<file path="src/rtl/alu_operand_loader.sv">
// rtl/alu_operand_loader.sv - captures A, B and opcode nibbles from a slow load strobe, then latches the ALU result
// Define ALU_LOADER_ACC_EN to chain the previous result's low nibble into operand A.
module alu_operand_loader (
  input  logic       clk,
  input  logic       rst_n,
  input  logic [3:0] data_in,
  input  logic       load,
  input  logic [7:0] alu_result,
  output logic [3:0] op_a,
  output logic [3:0] op_b,
  output logic [3:0] opcode,
  output logic [7:0] result,
  output logic       result_valid,
  output logic [2:0] state,
  output logic [7:0] op_count
);

  typedef enum logic [2:0] {
    LOAD_A  = 3'd0,
    LOAD_B  = 3'd1,
    LOAD_OP = 3'd2,
    EXEC    = 3'd3,
    HOLD    = 3'd4
  } state_e;

  logic [2:0] state_q;
  logic [3:0] op_a_q;
  logic [3:0] op_b_q;
  logic [3:0] opcode_q;
  logic [7:0] result_q;
  logic       result_valid_q;
  logic [7:0] op_count_q;
  logic       load_s1_q;
  logic       load_s2_q;
  logic       load_prev_q;
  logic [1:0] warm_q;
  logic       armed_q;
  logic       load_evt;

  // armed_q stays low until the synchronised strobe has been seen low once,
  // so a strobe already high when reset releases never counts as an edge.
  assign load_evt = load_s2_q & ~load_prev_q & armed_q;

  always_ff @(posedge clk or negedge rst_n) begin
    if (!rst_n) begin
      state_q        <= LOAD_A;
      op_a_q         <= 4'h0;
      op_b_q         <= 4'h0;
      opcode_q       <= 4'h0;
      result_q       <= 8'h00;
      result_valid_q <= 1'b0;
      op_count_q     <= 8'h00;
      load_s1_q      <= 1'b0;
      load_s2_q      <= 1'b0;
      load_prev_q    <= 1'b0;
      warm_q         <= 2'd0;
      armed_q        <= 1'b0;
    end else begin
      load_s1_q   <= load;
      load_s2_q   <= load_s1_q;
      load_prev_q <= load_s2_q;
      if (warm_q != 2'd2) warm_q <= warm_q + 2'd1;
      if (warm_q == 2'd2 && !load_s2_q) armed_q <= 1'b1;

      case (state_q)
        LOAD_A: begin
          if (load_evt) begin
            op_a_q  <= data_in;
            state_q <= LOAD_B;
          end
        end
        LOAD_B: begin
          if (load_evt) begin
            op_b_q  <= data_in;
            state_q <= LOAD_OP;
          end
        end
        LOAD_OP: begin
          if (load_evt) begin
            opcode_q <= data_in;
            state_q  <= EXEC;
          end
        end
        EXEC: begin
          result_q       <= alu_result;
          result_valid_q <= 1'b1;
          op_count_q     <= op_count_q + 8'h01;
          state_q        <= HOLD;
        end
        HOLD: begin
          if (load_evt) begin
            result_valid_q <= 1'b0;
`ifdef ALU_LOADER_ACC_EN
            op_a_q  <= result_q[3:0];
            op_b_q  <= data_in;
            state_q <= LOAD_OP;
`else
            op_a_q  <= data_in;
            state_q <= LOAD_B;
`endif
          end
        end
        default: state_q <= LOAD_A;
      endcase
    end
  end

  assign op_a         = op_a_q;
  assign op_b         = op_b_q;
  assign opcode       = opcode_q;
  assign result       = result_q;
  assign result_valid = result_valid_q;
  assign state        = state_q;
  assign op_count     = op_count_q;

endmodule
</file>
<file path="config.mk">
export PLATFORM = sky130hd
export DESIGN_NAME = alu_operand_loader
export DESIGN_NICKNAME = d
export VERILOG_FILES = /design/src/rtl/alu_operand_loader.sv
export SDC_FILE = /design/constraint.sdc
export NUM_CORES = 1
export LEC_CHECK = 0
export BUFFER_PORTS_ARGS = -buffer_cell sky130_fd_sc_hd__buf_2
export CAP_MARGIN = 20
export CORE_MARGIN = 2
export CORE_UTILIZATION = 49
export DETAILED_ROUTE_END_ITERATION = 12
export PLACE_DENSITY = 0.74
export SLEW_MARGIN = 20
export SYNTH_ARGS = -nofsm -noshare
export SYNTH_HDL_FRONTEND = slang
export SYNTH_SLANG_ARGS = --single-unit
</file>
<file path="constraint.sdc">
create_clock -name clk -period 1.91 [get_ports clk]
set_input_delay 0.191 -clock clk [delete_from_list [all_inputs] [get_ports clk]]
set_output_delay 0.191 -clock clk [all_outputs]
set_load 0.005 [all_outputs]
</file>
# After elaboration in Yosys (flattened, before gate mapping)
# Cells that the tools add are included.
[classes]
n_addsub = 2
eq_ne = 10
muxes = 6
n_bitwise = 3
reduce_logical = 10
[op_table]
columns = ["op", "n"]
rows = [
  ["3-bit one-hot mux with 4 select lines", 1],
  ["3-bit two-way mux", 3],
  ["8-bit by 1-bit adder with 8-bit output, second input constant", 1],
  ["2-bit inequality test, second input constant", 4],
  ["2-bit AND reduction", 4],
  ["3-bit by 2-bit equality test with 1-bit output, second input constant", 2],
  ["3-bit by 1-bit equality test with 1-bit output, second input constant", 1],
  ["3-bit equality test, second input constant", 1],
  ["3-bit zero test", 1],
  ["3-bit AND reduction", 1],
  ["2-bit by 1-bit adder with 2-bit output, second input constant", 1],
  ["1-bit bitwise AND", 2],
  ["2-bit equality test, second input constant", 1],
  ["2-bit by 1-bit inequality test with 1-bit output, second input constant", 1],
  ["1-bit one-hot mux with 2 select lines", 1],
  ["2-bit nonzero test", 1],
  ["2-bit OR reduction", 1],
  ["1-bit logical AND", 1],
  ["1-bit zero test", 1],
  ["1-bit two-way mux", 1],
  ["1-bit inverter", 1],
]
[totals]
register_bits = 38
in_bits = 15
output_inout_bits = 32

# Logic depth before layout (Yosys ltp)
# Gate-level depths: netlist of run 1.
[logic_depth]
depth_word = 5
ltp_mapped = 4
depth_no_buf = 4

# Least setup slack after synthesis of run 1
# OpenSTA, ideal clock, no wires.
[synth_timing]
path_kind = "register -> register"
startpoint = "reg state_q[2], in the netlist state[2]"
endpoint = "reg opcode_q[0], in the netlist opcode[0]"
setup_ps = 125
t_arrival_ps = 1278
path_slack_ps = 507
path_stages_with_launch = 4
n_path_buf = 0
path_cell_list = "dfrtp_1 -> nand2b_1 -> or3_4 -> mux2_4"
[synth_between]
elab_chain_cells = 2
[synth_lines]
columns = ["element", "line_no", "text"]
rows = [
  ["start: declaration", "26", "logic [2:0] state_q;"],
  ["start signal: assignment", "46", "state_q <= LOAD_A;"],
  ["start signal: assignment", "69", "state_q <= LOAD_B;"],
  ["start signal: assignment", "75", "state_q <= LOAD_OP;"],
  ["3-bit by 2-bit equality test with 1-bit output", "65", "case (state_q)"],
  ["2-bit AND reduction (no source line)", "n/a", ""],
  ["end signal: assignment", "80", "opcode_q <= data_in;"],
  ["end: declaration", "29", "logic [3:0] opcode_q;"],
]
# No other way between the ends.
# A chain may end at the register's enable or synchronous reset.

# Final worst setup path of run 1
# Same ends and word-level chain as after synthesis.

==> results.cfg, run 1 <==
[status]
status = complete, no violations

[placement]
dp_hpwl_mm = 2.04
port_buffers = 46
gp_congestion = 0.804

[critical_path]
reg2reg_slack_ns = 0.43
path_buf_inv = 0
cp.required_ns = 2.14
path_max_fanout = 8
crit_start = state[2]$_DFFE_PN0P_
crit_slowest_cell = dfrtp_1
critPathTopFamily = simple AND/OR/NAND/NOR gates
start_kind = flop
max_stage_delay_ns = 0.46
ff2ff_path_depth = 3
r2r_start = state[2]$_DFFE_PN0P_
path_class = reg2reg
critPathArrivalTime_ns = 1.71
path_cells = nand2b_1, or3_4, mux2_4
timing.rr.end = opcode[0]$_DFFE_PN0P_
endpoint_kind = flop

[clock_tree]
tritoncts = built
cts_buffers = 5
clkSlewWorstSetupHoldPaths_ns = 0.11
clk_path_buf_depth = 2
insertion_delay_ns = 0.34
post_cts_buffers = 0
clockRootBuffer = clkbuf_4
htreeDepth = 2
clock_sinks = 38

[synthesis]
synth_flop_cell = dfrtp_1
yosys_warnings = 0
ys_seq_elements = 38
synthCells = 120
ys_types = 25
yosysMostFrequentCell = dfrtp_1
synth_common_cells = dfrtp_1 (38), nand2_1 (32), mux2_2 (8)
synth_area_um2 = 1500
synthTopCellsByArea = dfrtp_1 (63%), nand2_1 (8.0%), mux2_2 (6.0%), mux2_4 (4.0%), xnor2_1 (2.9%)
yosys.area.top_type = dfrtp_1
ys_seq_area_share_pct = 63.3
synth-edff-count = 0
avgSynthCellArea_um2 = 12.5
synthArstFlopShare_pct = 100
synthesis.nets = 137
synth_top_area_share_pct = 63.3

[global_routing]
grt_max_degree = 39
grt_pass1_wl_mm = 4.59
antenna_found_initial = 0
track_usage_pct = 17.8
grt_pass1_vias = 1063
grt_overflow = 0

[timing]
setup_tns_ns = 0
rsz0062_at_grt = no
final.setup_skew_ns = 0.00678
setup_viol_count_final = 0
final-hold-violation-count = 0
worst_slew_pin_slew_ns = 0.809
slew_viol_final = 0
slew_headroom_pct = 46.1
fin_crit_sh_pct = 77.4
fmax_mhz = 677
period_needed_ns = 1.48

[route]
avgViaCountPerCell = 5.10
drt_first_pass_iters = 6
ant_nets = 0
vias = 1061
wirelength_mm = 2.84
drt-initial-drc-count = 57
remaining_drc_errors = 0
wl_per_cell_um = 13.6

[cells_and_area]
drive_gt1_share_pct = 40.0
area_growth_pct = 23.4
fin_nets = 191
fillerInstances = 255
diodes = 0

[hold_path]
hold_path_end = result[0]$_DFFE_PN0N_
hold_path_class = in2reg
min_from = alu_result[0]
whs_path_depth = 3

[floorplanning]
coreArea_um2 = 2980
die_h_um = 59.4
start_util_pct = 50.5
rows = 20
die_w_um = 59.4
fp.dieArea_um2 = 3530
io_pins = 47

[pwr]
peakVddDrop_mv = 0.639
powerDensity_nw_per_um2 = 1380
leakagePower_nw = 0.973
power_w = 0.00256

[run]
cap_violations = 0
-- power breakdown --
group / leakage [nW] / internal (W) / switching [W]
registers: 0.460 / 0.00109 / 0.000200
logic: 0.478 / 0.000465 / 0.000382
clock network: 0.0353 / 0.000178 / 0.000247
-- worst reg2reg max path, stage by stage, from the launching register on --
cell and delay, ns:
dfrtp_1 0.46, nand2b_1 0.19, or3_4 0.42, mux2_4 0.31
-- worst max path at each step --
| stage | cells after the start | endpoint |
|---|---|---|
| global placement | 3 | opcode[2]$_DFFE_PN0P_ |
| global route | 3 | opcode[0]$_DFFE_PN0P_ |
| finish | 3 | opcode[0]$_DFFE_PN0P_ |
| CTS | 3 | opcode[0]$_DFFE_PN0P_ |
| detailed placement | 3 | opcode[3]$_DFFE_PN0P_ |
| floorplan | 3 | opcode[0]$_DFFE_PN0P_ |
-- layout by cell type, fill, tap and decap left out, drive strengths merged --
master / netlist / final
xnor2: 5 / 5
nand2: 32 / 32
mux2: 12 / 12
o311ai: 1 / 1
nand2b: 3 / 3
o21ai: 2 / 2
ha: 2 / 2
nand3: 2 / 2
nor3: 2 / 2
and3: 1 / 1
clkinv: 0 / 1
dlygate4sd3: 0 / 2
nor2: 2 / 2
inv: 2 / 2
or3: 1 / 1
buf: 0 / 47
a21o: 1 / 1
a211o: 1 / 1
xor2: 3 / 3
and2b: 1 / 1
nand3b: 2 / 2
nor3b: 1 / 1
nand4: 3 / 3
and3b: 1 / 1
dfrtp: 38 / 38
clkbuf: 2 / 7
-- cell type report --
cell class | count | area [um2] | share of cell area (%)
sequential | 38 | 951 | 51.3
multi-input combinational | 78 | 537 | 28.9
timing repair buffer | 49 | 258 | 13.9
clock buffer | 7 | 55.1 | 2.97
tap | 33 | 41.3 | 2.23
inverter | 2 | 7.51 | 0.405
clock inverter | 1 | 5.00 | 0.270
-- metal layers --
metal  routed length [um]  up-vias  global-route usage, %
met3                  125        5                   4.80
met1                 1240      516                   21.4
li1                     -      510                      -
met2                 1430       30                   28.9
met5                    0        -                      0
met4                   49        0                   9.42
-- per-stage QoR --
| step | hold slack [ns] | utilization (%) | setup WS [ns] | instance area, um2 | instances |
|---|---|---|---|---|---|
| after floorplan | -0.105 | - | 0.507 | 1500 | 120 |
| after global placement | 0.298 | 59.6 | 0.495 | 1770 | 198 |
| after detailed placement | 0.300 | 59.6 | 0.454 | 1770 | 198 |
| after CTS | 0.0287 | 62.3 | 0.442 | 1850 | 208 |
| after global routing | 0.0230 | 62.3 | 0.390 | 1850 | 208 |
| final | 0.0374 | 62.3 | 0.432 | 1850 | 208 |
-- timing repair --
action,in CTS,in global routing
gates resized for setup,0,0
hold buffers,2,0
hold endpoints to repair,39,0
-- kinds of logic after synthesis --
kind of cell             Yosys count  share of synthesized area, %
AO/OA/AOI/OAI                      5                          2.33
multiplexers                      12                          9.99
XOR/XNOR                           8                          4.66
AND/OR/NAND/NOR                   51                          17.1
flip-flops                        38                          63.3
adder cells (fa/ha/maj)            2                          1.67
buffers and inverters              4                          1.00
-- sequential cells by signal (all words and copies together), names as in the netlist, 2 cells and up --
signal    count
warm_q        2
state         3
op_b          4
op_a          4
op_count      8
result        8
opcode        4
(Power assumes the default switching activity.)
==> run 2: changes to the inputs <==
- ABC_AREA: default -> 1
- CORE_UTILIZATION: 49 -> 45
- PLACE_DENSITY: 0.74 -> 0.71
- clock period: 1.91 -> 1.2 ns (I/O delays scaled with it)
==> run 2 against run 1 <==
Cell area rose by 13%. Global-route usage grew 0.94 points. Clock skew up 0.0070 ns. Count of clock-buffer cells in the layout is 1 lower. Sequential cell count is the same. Via count up 24%. Register-to-register slack got worse by 0.37 ns. Sequential power grew 61%. Combinational power up 79%. Cell count up 37%. Critical endpoint is now op_count[2]. Largest cell class unchanged. Highest routed layer unchanged.
==> results.cfg, run 2 <==
[synthesis]
ys_seq_elements = 38
synth_top_area_share_pct = 60.6
synthTopCellsByArea = dfrtp_1 (61%), nand2_1 (16%), inv_1 (4.5%), o21ai_1 (3.2%), o21ai_0 (2.6%)
yosys.area.top_type = dfrtp_1
synth_flop_cell = dfrtp_1
synth_area_um2 = 1570
avgSynthCellArea_um2 = 9.23
yosysMostFrequentCell = nand2_1
synthArstFlopShare_pct = 100
synth_common_cells = nand2_1 (67), dfrtp_1 (38), inv_1 (19)
ys_seq_area_share_pct = 60.6
synthCells = 170
synth-edff-count = 0
synthesis.nets = 187
yosys_warnings = 0
ys_types = 20

[route]
drt_first_pass_iters = 6
vias = 1319
ant_nets = 0
avgViaCountPerCell = 4.63
drt-initial-drc-count = 57
remaining_drc_errors = 0
wirelength_mm = 3.28
wl_per_cell_um = 11.5

[cells_and_area]
finalInstanceArea_um2 = 2100
diodes = 0
final_cell_mix = nand2_1 (67), buf_2 (46), dfrtp_1 (35)
fin_nets = 255
area_growth_pct = 34.1
fillerInstances = 309
drive_gt1_share_pct = 31.8
final_common_cell = nand2_1

[floorplanning]
rows = 21
start_util_pct = 47.0
die_w_um = 63.1
fp.dieArea_um2 = 3980
coreArea_um2 = 3340
io_pins = 47
die_h_um = 63.1

[clock_tree]
tritoncts = built
clock_sinks = 38
cts_buffers = 5
clk_path_buf_depth = 2
insertion_delay_ns = 0.34
htreeDepth = 2
clockRootBuffer = clkbuf_4
clkSlewWorstSetupHoldPaths_ns = 0.12

[timing]
fin_crit_sh_pct = 95.6
setup_ws_ns = 0.0532
final.setup_skew_ns = 0.0137
rsz0062_at_grt = yes
final-hold-violation-count = 0
setup_viol_count_final = 0
period_needed_ns = 1.15
worst_slew_pin_slew_ns = 0.387
slew_viol_final = 0
fmax_mhz = 872
slew_headroom_pct = 74.2

[placement]
place_ws_ns = 0.0376
placedInstanceArea_um2 = 1890
port_buffers = 46
gp_congestion = 0.822
dp_hpwl_mm = 2.22

[critical_path]
critPathArrivalTime_ns = 1.03
start_kind = flop
path_class = reg2out
timing.rr.end = op_count[0]$_DFFE_PN0N_
path_max_fanout = 3
r2r_start = state[2]$_DFFE_PN0P_
ff2ff_path_depth = 4
cp.required_ns = 1.08
endpoint_kind = output pin
reg2reg_slack_ns = 0.06

[global_routing]
grt_overflow = 0
grt_pass1_wl_mm = 5.75
grt_max_degree = 24
track_usage_pct = 18.7
antenna_found_initial = 0
grt_pass1_vias = 1313

[hold_path]
hold_path_class = in2reg
hold_path_end = op_b[1]$_DFFE_PN0P_
min_from = data_in[1]
whs_path_depth = 3

[pwr]
peakVddDrop_mv = 1.02
powerDensity_nw_per_um2 = 2040
power_w = 0.00430
leakagePower_nw = 1.14

[status]
status = complete, no violations

[run]
cap_violations = 0
[run 2: changes by cell type in the layout (fill, tap and decap cells not counted), sizes merged, moves of 3 or more]
cell and change:
nand4 -3, nor2 +5, dlygate4sd3 +8, nand2b -3, nand2 +38, o21ai +16, buf +6, xnor2 -4
inv +19, mux2 -12
[run 2: cell families after synthesis]
| logic type | share of synthesized area [%] |
|---|---|
| buffers and inverters | 5.82 |
| and+or+nand+nor | 24.0 |
| xor gates and xnor gates | 2.23 |
| DFF | 60.6 |
| adders and majority gates | 1.59 |
| AOI/OAI and AO/OA | 5.74 |
[run 2: layout make-up]
cell class                      count  area, um2  share of cell area, %
Clock buffer                        6       51.3                   2.44
Clock inverter                      2       12.5                  0.595
Inverter                           21       81.3                   3.87
Multi-Input combinational cell    109        551                   26.2
Sequential cell                    38        955                   45.4
Tap cell                           46       57.6                   2.74
Timing Repair Buffer               63        395                   18.8
[run 2: worst max path at each step]
stage | depth (start not counted) | startpoint | to | slack, ns
global placement | 6 | state[2]$_DFFE_PN0P_ | op_count[5]$_DFFE_PN0N_ | 0.06
finish | 2 | op_count[2]$_DFFE_PN0N_ | op_count[2] | 0.05
global route | 5 | load_s2_q$_DFF_PN0_ | op_a[3]$_DFFE_PN0P_ | -0.03
CTS | 6 | state[2]$_DFFE_PN0P_ | op_count[5]$_DFFE_PN0N_ | 0.02
floorplan | 6 | state[2]$_DFFE_PN0P_ | op_count[5]$_DFFE_PN0N_ | 0.15
detailed placement | 6 | state[2]$_DFFE_PN0P_ | op_count[5]$_DFFE_PN0N_ | 0.04
[run 2: power by group]
| group | internal, W | switching, W |
|---|---|---|
| logic | 0.000727 | 0.000794 |
| clock network | 0.000282 | 0.000415 |
| registers | 0.00174 | 0.000339 |
[run 2: repair_timing]
action | 4_1_cts | 5_1_grt
hold buffers | 10 | 0
endpoints found under the hold margin | 24 | 0
endpoints found under the setup margin | 0 | 21
buffers inserted | 0 | 3
resized for setup | 0 | 9
[run 2: through the flow]
step	std cells	utilization, %	TNS [ns]	hold slack, ns
5_1_grt	285	63.0	-0.0745	0.0378
4_1_cts	282	61.5	0	0.0527
3_5_place_dp	264	56.5	0	0.0679
2_1_floorplan	170	-	0	-0.176
3_3_place_gp	264	56.5	0	0.0630
6_report	285	63.0	0	0.0525
[run 2: metal layers]
layer	up-vias	track usage, %	wire length, um
li1	662	-	-
met1	619	22.9	1440
met2	27	31.4	1640
met3	11	4.46	107
met4	0	8.33	83
met5	-	0	0
[run 2: critical path, stage by stage, from the launching register on]
cell,delay (ns)
dfrtp_1,0.42
buf_4,0.15
buf_2,0.12
